`config.mk`:
```
export PLATFORM = sky130hd
export DESIGN_NAME = arb4_scheduler_flat
export DESIGN_NICKNAME = d
export VERILOG_FILES = /design/src/rtl/arb4_pkg.sv /design/src/rtl/arb4_scheduler_if.sv /design/src/rtl/arb4_rr_pick.sv /design/src/rtl/arb4_scheduler.sv /design/src/flat_wrapper.sv
export SDC_FILE = /design/constraint.sdc
export NUM_CORES = 1
export LEC_CHECK = 0
export CAP_MARGIN = 0
export CORE_MARGIN = 3
export CORE_UTILIZATION = 28
export DETAILED_ROUTE_END_ITERATION = 8
export PLACE_DENSITY = 0.55
export SLEW_MARGIN = 15
export SYNTH_ARGS = -nofsm -noshare
export SYNTH_HDL_FRONTEND = slang
export SYNTH_SLANG_ARGS = --single-unit
export TNS_END_PERCENT = 1
```
`constraint.sdc`:
```
create_clock -name clk -period 2.3 [get_ports clk]
set_clock_uncertainty 0.05 [all_clocks]
set_input_delay 0.46 -clock clk [delete_from_list [all_inputs] [get_ports clk]]
set_output_delay 0.46 -clock clk [all_outputs]
set_load 0.02 [all_outputs]
```
`src/rtl/arb4_pkg.sv`:
```
// arb4_pkg: shared types and constants for the 4-way round-robin scheduler.
//   state_t              : FSM state encoding (IDLE, GRANT)
//   NUM_REQ              : number of requesters (4)
//   IDX_W                : width of a requester index (2)
//   DEF_TIMEOUT_CYCLES   : default maximum grant hold time in cycles
package arb4_pkg;

  localparam int NUM_REQ            = 4;
  localparam int IDX_W              = 2;
  localparam int DEF_TIMEOUT_CYCLES = 16;

  typedef enum logic {
    IDLE  = 1'b0,
    GRANT = 1'b1
  } state_t;

endpackage

```
`src/rtl/arb4_scheduler_if.sv`:
```
// arb4_scheduler_if: request/grant bundle between requesters and the scheduler.
//   req     : per-requester request lines
//   done    : release strobe from the current grant holder
//   gnt     : one-hot grant
//   gnt_idx : binary index of the granted requester (0 when idle)
//   busy    : high while a grant is held
//   timeout : one-cycle pulse on a forced release
// Modports: master (requester side), slave (scheduler side).
interface arb4_scheduler_if;
  import arb4_pkg::*;

  logic [NUM_REQ-1:0] req;
  logic               done;
  logic [NUM_REQ-1:0] gnt;
  logic [IDX_W-1:0]   gnt_idx;
  logic               busy;
  logic               timeout;

  modport master (
    output req, done,
    input  gnt, gnt_idx, busy, timeout
  );

  modport slave (
    input  req, done,
    output gnt, gnt_idx, busy, timeout
  );

endinterface

```
`src/rtl/arb4_rr_pick.sv`:
```
// arb4_rr_pick: combinational round-robin winner selection.
//   i_req    : request vector
//   i_ptr    : requester with highest priority this round
//   o_onehot : one-hot winner (all zero when no request)
//   o_idx    : binary winner index (0 when no request)
// The search starts at i_ptr and wraps modulo NUM_REQ.
module arb4_rr_pick
  import arb4_pkg::*;
(
  input  logic [NUM_REQ-1:0] i_req,
  input  logic [IDX_W-1:0]   i_ptr,
  output logic [NUM_REQ-1:0] o_onehot,
  output logic [IDX_W-1:0]   o_idx
);

  logic             w_found;
  logic [IDX_W-1:0] w_cand;

  always_comb begin
    o_onehot = '0;
    o_idx    = '0;
    w_found  = 1'b0;
    w_cand   = '0;
    for (int i = 0; i < NUM_REQ; i++) begin
      // Index arithmetic wraps naturally in IDX_W bits.
      w_cand = i_ptr + IDX_W'(i);
      if (!w_found && i_req[w_cand]) begin
        w_found          = 1'b1;
        o_idx            = w_cand;
        o_onehot[w_cand] = 1'b1;
      end
    end
  end

endmodule

```
`src/rtl/arb4_scheduler.sv`:
```
// arb4_scheduler: 4-requester round-robin arbiter for a shared datapath.
//   clk     : clock, rising edge active
//   rst_n   : asynchronous active-low reset
//   bus     : arb4_scheduler_if.slave (req, done in; gnt, gnt_idx, busy, timeout out)
// Parameter TIMEOUT_CYCLES (2..255): maximum GRANT cycles before forced release.
// Optional feature macro ARB4_SCHED_TIMEOUT_EN enables the hold counter and
// timeout pulse; without it timeout is tied low and a grant ends only via
// done, abort (holder drops its request) or reset.
// All outputs are registered; a release is always followed by one IDLE cycle.
module arb4_scheduler
  import arb4_pkg::*;
#(
  parameter int TIMEOUT_CYCLES = DEF_TIMEOUT_CYCLES
) (
  input  logic              clk,
  input  logic              rst_n,
  arb4_scheduler_if.slave   bus
);

  if (TIMEOUT_CYCLES < 2 || TIMEOUT_CYCLES > 255) begin : g_bad_timeout
    $error("arb4_scheduler: TIMEOUT_CYCLES must be within 2..255");
  end

  state_t             r_state,   w_state_nxt;
  logic [IDX_W-1:0]   r_ptr,     w_ptr_nxt;
  logic [NUM_REQ-1:0] r_gnt,     w_gnt_nxt;
  logic [IDX_W-1:0]   r_gnt_idx, w_gnt_idx_nxt;
  logic               r_busy,    w_busy_nxt;
  logic [NUM_REQ-1:0] w_pick_onehot;
  logic [IDX_W-1:0]   w_pick_idx;
  logic               w_hold;
  logic               w_expire;

`ifdef ARB4_SCHED_TIMEOUT_EN
  logic [7:0] r_cnt,     w_cnt_nxt;
  logic       r_timeout, w_timeout_nxt;

  assign w_expire = (r_cnt == 8'(TIMEOUT_CYCLES - 1));
`else
  assign w_expire = 1'b0;
`endif

  arb4_rr_pick u_pick (
    .i_req    (bus.req),
    .i_ptr    (r_ptr),
    .o_onehot (w_pick_onehot),
    .o_idx    (w_pick_idx)
  );

  // Holder still requesting; a dropped request with no done is an abort.
  assign w_hold = bus.req[r_gnt_idx];

  always_ff @(posedge clk or negedge rst_n) begin
    if (!rst_n) begin
      r_state   <= IDLE;
      r_ptr     <= '0;
      r_gnt     <= '0;
      r_gnt_idx <= '0;
      r_busy    <= 1'b0;
`ifdef ARB4_SCHED_TIMEOUT_EN
      r_cnt     <= '0;
      r_timeout <= 1'b0;
`endif
    end else begin
      r_state   <= w_state_nxt;
      r_ptr     <= w_ptr_nxt;
      r_gnt     <= w_gnt_nxt;
      r_gnt_idx <= w_gnt_idx_nxt;
      r_busy    <= w_busy_nxt;
`ifdef ARB4_SCHED_TIMEOUT_EN
      r_cnt     <= w_cnt_nxt;
      r_timeout <= w_timeout_nxt;
`endif
    end
  end

  always_comb begin
    w_state_nxt   = r_state;
    w_ptr_nxt     = r_ptr;
    w_gnt_nxt     = r_gnt;
    w_gnt_idx_nxt = r_gnt_idx;
    w_busy_nxt    = r_busy;
`ifdef ARB4_SCHED_TIMEOUT_EN
    w_cnt_nxt     = r_cnt;
    w_timeout_nxt = 1'b0;
`endif
    unique case (r_state)
      IDLE: begin
        if (|bus.req) begin
          w_state_nxt   = GRANT;
          w_gnt_nxt     = w_pick_onehot;
          w_gnt_idx_nxt = w_pick_idx;
          w_busy_nxt    = 1'b1;
`ifdef ARB4_SCHED_TIMEOUT_EN
          w_cnt_nxt     = '0;
`endif
        end
      end
      GRANT: begin
        if (bus.done || !w_hold || w_expire) begin
          w_state_nxt   = IDLE;
          w_gnt_nxt     = '0;
          w_gnt_idx_nxt = '0;
          w_busy_nxt    = 1'b0;
          w_ptr_nxt     = r_gnt_idx + IDX_W'(1);
`ifdef ARB4_SCHED_TIMEOUT_EN
          w_cnt_nxt     = '0;
          // Pulse only when expiry alone caused the release.
          w_timeout_nxt = w_expire && !bus.done && w_hold;
`endif
        end else begin
`ifdef ARB4_SCHED_TIMEOUT_EN
          w_cnt_nxt     = r_cnt + 8'd1;
`endif
        end
      end
      default: begin
        w_state_nxt = IDLE;
      end
    endcase
  end

  assign bus.gnt     = r_gnt;
  assign bus.gnt_idx = r_gnt_idx;
  assign bus.busy    = r_busy;
`ifdef ARB4_SCHED_TIMEOUT_EN
  assign bus.timeout = r_timeout;
`else
  assign bus.timeout = 1'b0;
`endif

endmodule

```
`src/flat_wrapper.sv`:
```
// flat-port wrapper written by rule: the top's interface ports become plain ports
module arb4_scheduler_flat import arb4_pkg::*;
#(
  parameter int TIMEOUT_CYCLES = DEF_TIMEOUT_CYCLES
)
  (clk, rst_n, bus_req, bus_done, bus_gnt, bus_gnt_idx, bus_busy, bus_timeout);
  arb4_scheduler_if bus_i ();
  input  logic clk;
  input  logic rst_n;
  input wire logic [$bits(bus_i.req)-1:0] bus_req;
  input wire logic [$bits(bus_i.done)-1:0] bus_done;
  output wire logic [$bits(bus_i.gnt)-1:0] bus_gnt;
  output wire logic [$bits(bus_i.gnt_idx)-1:0] bus_gnt_idx;
  output wire logic [$bits(bus_i.busy)-1:0] bus_busy;
  output wire logic [$bits(bus_i.timeout)-1:0] bus_timeout;
  assign bus_i.req = bus_req;
  assign bus_i.done = bus_done;
  assign bus_gnt = bus_i.gnt;
  assign bus_gnt_idx = bus_i.gnt_idx;
  assign bus_busy = bus_i.busy;
  assign bus_timeout = bus_i.timeout;
  arb4_scheduler #(.TIMEOUT_CYCLES(TIMEOUT_CYCLES)) u_core (.clk(clk), .rst_n(rst_n), .bus(bus_i));
endmodule
```
==> impl_results.rst, run 1 <==
.. list-table::
   :header-rows: 1

   * - Metric
     - Value
   * - Run status
     - finished, final reports clean
   * - Post-synth EDFFs
     - 0
   * - Type of the tightest min-delay check
     - reg -> reg
   * - Number of nets in the final layout
     - 124
   * - Core Box Area
     - 0.00313 mm²
   * - Worst hold path startpoint
     - u_core.bus.gnt[0]$_DFFE_PN0P_
   * - Count of final max-slew check failures
     - 0
   * - CTS clk-pin slew, worst paths
     - 0.07 ns
   * - Initial antenna violation count
     - 0
   * - Post-DP HPWL
     - 1650 µm
   * - Final cell count without fillers
     - 152
   * - CTS H-Tree Depth
     - 1
   * - Final Hold Slack
     - 0.462 ns
   * - Top flip-flop cell by instance count after synthesis
     - dfrtp_1
   * - Reg-to-reg slack, setup
     - 0.33 ns
   * - Power density over cell area
     - 1300 mW/mm²
   * - Flip-flop and latch count after synthesis
     - 10
   * - Effective utilization at floorplan
     - 30.2%
   * - Resized Gates After CTS
     - 0
   * - Final hold violation count
     - 0
   * - Crit path capture type
     - flop
   * - Maximum fanout count along the critical path
     - 11
   * - Root buffer cell
     - clkbuf_4
   * - Cts hold-fix bufs
     - 0
   * - Final Wtd Congestion
     - 0.791
   * - Achievable Freq
     - 457 MHz
   * - Worst-case setup margin in the final layout
     - 0.113 ns
   * - Port buffer count
     - 13
   * - I/O pin total
     - 15
   * - Area grow syn2layout
     - 24.4%
   * - Number of cells on the worst reg-to-reg path
     - 6
   * - Number of diodes added for antenna fixing
     - 0
   * - Synthesized Nets
     - 103
   * - All-layer global routing usage
     - 12.1%
   * - Final Critical Period
     - 2.19 ns
   * - Clock tree from TritonCTS
     - built
   * - Floorplan die height
     - 64.1 µm
   * - Fraction of the cycle the final worst path needs
     - 95.1%
   * - Row count
     - 20
   * - Synth warn
     - 0
   * - Width of the die
     - 64.1 µm
   * - Dpl ws
     - -0.133 ns
   * - Number of vias per cell after detailed routing
     - 5.18
   * - Number of instances in the synthesized netlist
     - 89
   * - Start point of the critical path
     - bus_req[2]
   * - Largest net degree at the start of global routing
     - 12
   * - Drt pass-1 iters
     - 4
   * - WP data required
     - 2.40 ns
   * - Critical Setup Path Class
     - in -> reg
   * - Slew HR
     - 66.2%
   * - Setup repair after global routing missed its margin
     - no
   * - Global-route wire length before repair
     - 3860 µm
   * - Area of the die
     - 0.00411 mm²
   * - Fillers
     - 323
   * - Detailed-route DRC error count
     - 0
   * - Worst-Margin Slew
     - 0.506 ns
   * - Fraction of final layout cells sized beyond drive strength 1
     - 27.8%
   * - Final routed wire length divided by cell count
     - 14.6 µm
   * - Number of global-route vias before repair
     - 825
   * - Grt total ovfl
     - 0
   * - Startpoint of the most critical register-to-register path
     - u_core.r_ptr[0]$_DFFE_PN0P_
   * - Maximum count of clock buffers along a single path
     - 2
   * - Setup fix buffers added after clock tree synthesis
     - 0
   * - Worst IR drop on VDD
     - 0.599 mV
   * - Synth Area per Inst
     - 10.6 µm²
   * - Via count of the routed design
     - 787
   * - Total setup violations reported at the end of the flow
     - 0
   * - Worst Setup EP
     - u_core.bus.gnt[3]$_DFFE_PN0P_
   * - Unique masters post-synth
     - 35
   * - Later-pin clock latency in the skew report
     - 0.26 ns
   * - Routed Antenna Nets
     - 0
   * - Leakage power total
     - 0.515 nW
   * - Mapped Area
     - 945 µm²
   * - Sink count of the clock tree
     - 10
   * - Max-cap violations
     - 0
   * - Starting DRT DRC Count
     - 18
   * - Number of buffers inserted during clock tree synthesis
     - 3
   * - Element type at the critical path start
     - primary input
   * - Sequential area share after synthesis
     - 26.5%
   * - Asr flop ratio synth
     - 100%
   * - Placed cells
     - 149
   * - Worst r2r dst
     - u_core.bus.gnt_idx[0]$_DFFE_PN0P_
   * - Critical path data arrival time
     - 2.29 ns
   * - Drt total wl
     - 2220 µm
## metal layers
metal	global-route usage [%]	vias to the layer above	wire, µm	part of all wire, %
met5	0	-	0	0
met4	1.89	0	18	0.81
met1	15.8	394	1110	50
met3	3.87	2	76	3.4
met2	19.6	17	1020	46
li1	-	374	-	-
## registers in the layout (all words and copies together) (netlist names)
name and flops:
u_core.bus.busy 1, u_core.bus.gnt 4, u_core.bus.gnt_idx 2, u_core.r_ptr 2
u_core.r_state 1
## how the worst min path moves through the flow
stage / depth (start not counted) / slack (ns) / endpoint
2_1_floorplan: 0 / 0.11 / u_core.bus.busy$_DFFE_PN0P_
3_3_place_gp: 1 / 0.45 / u_core.bus.gnt[2]$_DFFE_PN0P_
3_5_place_dp: 1 / 0.45 / u_core.bus.gnt[3]$_DFFE_PN0P_
4_1_cts: 1 / 0.47 / u_core.bus.gnt[3]$_DFFE_PN0P_
5_1_grt: 1 / 0.49 / u_core.bus.gnt[2]$_DFFE_PN0P_
6_report: 1 / 0.46 / u_core.bus.gnt[0]$_DFFE_PN0P_
## metrics by stage
stage	TNS [ns]	power, mW	util [%]	instance area [µm²]
CTS	0	1.53	37.6	1170
global route	0	1.66	37.6	1170
global placement	-0.501	1.38	36.8	1150
finish	0	1.52	37.6	1170
floorplan	0	1.10	-	946
detailed placement	-0.674	1.40	36.8	1150
## synth_stat cells, types with 4 or more instances
master    instances  area (µm²)
dfrtp_1          10         250
nor2_1            4        15.0
a21oi_1           6        30.0
a221o_2           4        45.0
inv_1             9        33.8
a221oi_1          4        35.0
mux4_2            4        90.1
nand3b_1          4        30.0
ha_1              7        87.6
## power breakdown
| group | switching [mW] | total [mW] | internal [mW] | leakage [nW] |
|---|---|---|---|---|
| combinational | 0.569 | 1.09 | 0.524 | 0.379 |
| clock | 0.0620 | 0.122 | 0.0604 | 0.0138 |
| sequential | 0.0567 | 0.309 | 0.252 | 0.123 |
## kinds of logic (layout without fill, tap and decap cells)
group	after synthesis	in the layout	synth area share [%]
compound gates	25	25	21.9
simple gates	18	18	13.6
buf+inv	18	37	10.7
flops	10	10	26.5
mux	9	9	16.7
fa+ha+maj	7	7	9.27
other cells	1	1	0.397
xor+xnor	1	1	0.927
## layout by cell type (no fill, tap or decap), types with 3 or more instances in the layout
master	count
clkdlybuf4s50_1	13
buf_4	12
dfrtp_1	10
inv_1	9
ha_1	7
a21oi_1	6
mux4_2	4
nor2_1	4
nand3b_1	4
a221oi_1	4
a221o_2	4
mux2i_1	3
o21ai_0	3
clkbuf_4	3
## final cells by class
type	instances	area [µm²]	share of cell area, %
Multi-Input combinational cell	61	593	50.5
Sequential cell	10	250	21.3
Tap cell	44	55.1	4.69
Timing Repair Buffer	25	220	18.7
Inverter	9	33.8	2.88
Clock buffer	3	22.5	1.92
## critical path: stages
cell	delay, ns
clkdlybuf4s50_1	0.57
mux4_2	0.67
a21oi_1	0.20
a221oi_1	0.09
a221o_2	0.30
Note: power is estimated with default switching activity, not from simulation.
==> inputs of run 2 (changes only) <==
--- a/config.mk
+++ b/config.mk
@@ -14,4 +14,3 @@
 export SYNTH_ARGS = -nofsm -noshare
 export SYNTH_HDL_FRONTEND = slang
 export SYNTH_SLANG_ARGS = --single-unit
-export TNS_END_PERCENT = 1
==> results of run 2 <==
Same layout as run 1: the final DEF is identical, and so are final timing and power.
==> inputs of run 3 (changes only) <==
--- a/config.mk
+++ b/config.mk
@@ -5,7 +5,6 @@
 export SDC_FILE = /design/constraint.sdc
 export NUM_CORES = 1
 export LEC_CHECK = 0
-export CAP_MARGIN = 0
 export CORE_MARGIN = 3
 export CORE_UTILIZATION = 28
 export DETAILED_ROUTE_END_ITERATION = 8
==> results of run 3 <==
Same layout as run 1: the final DEF is identical, and so are final timing and power.
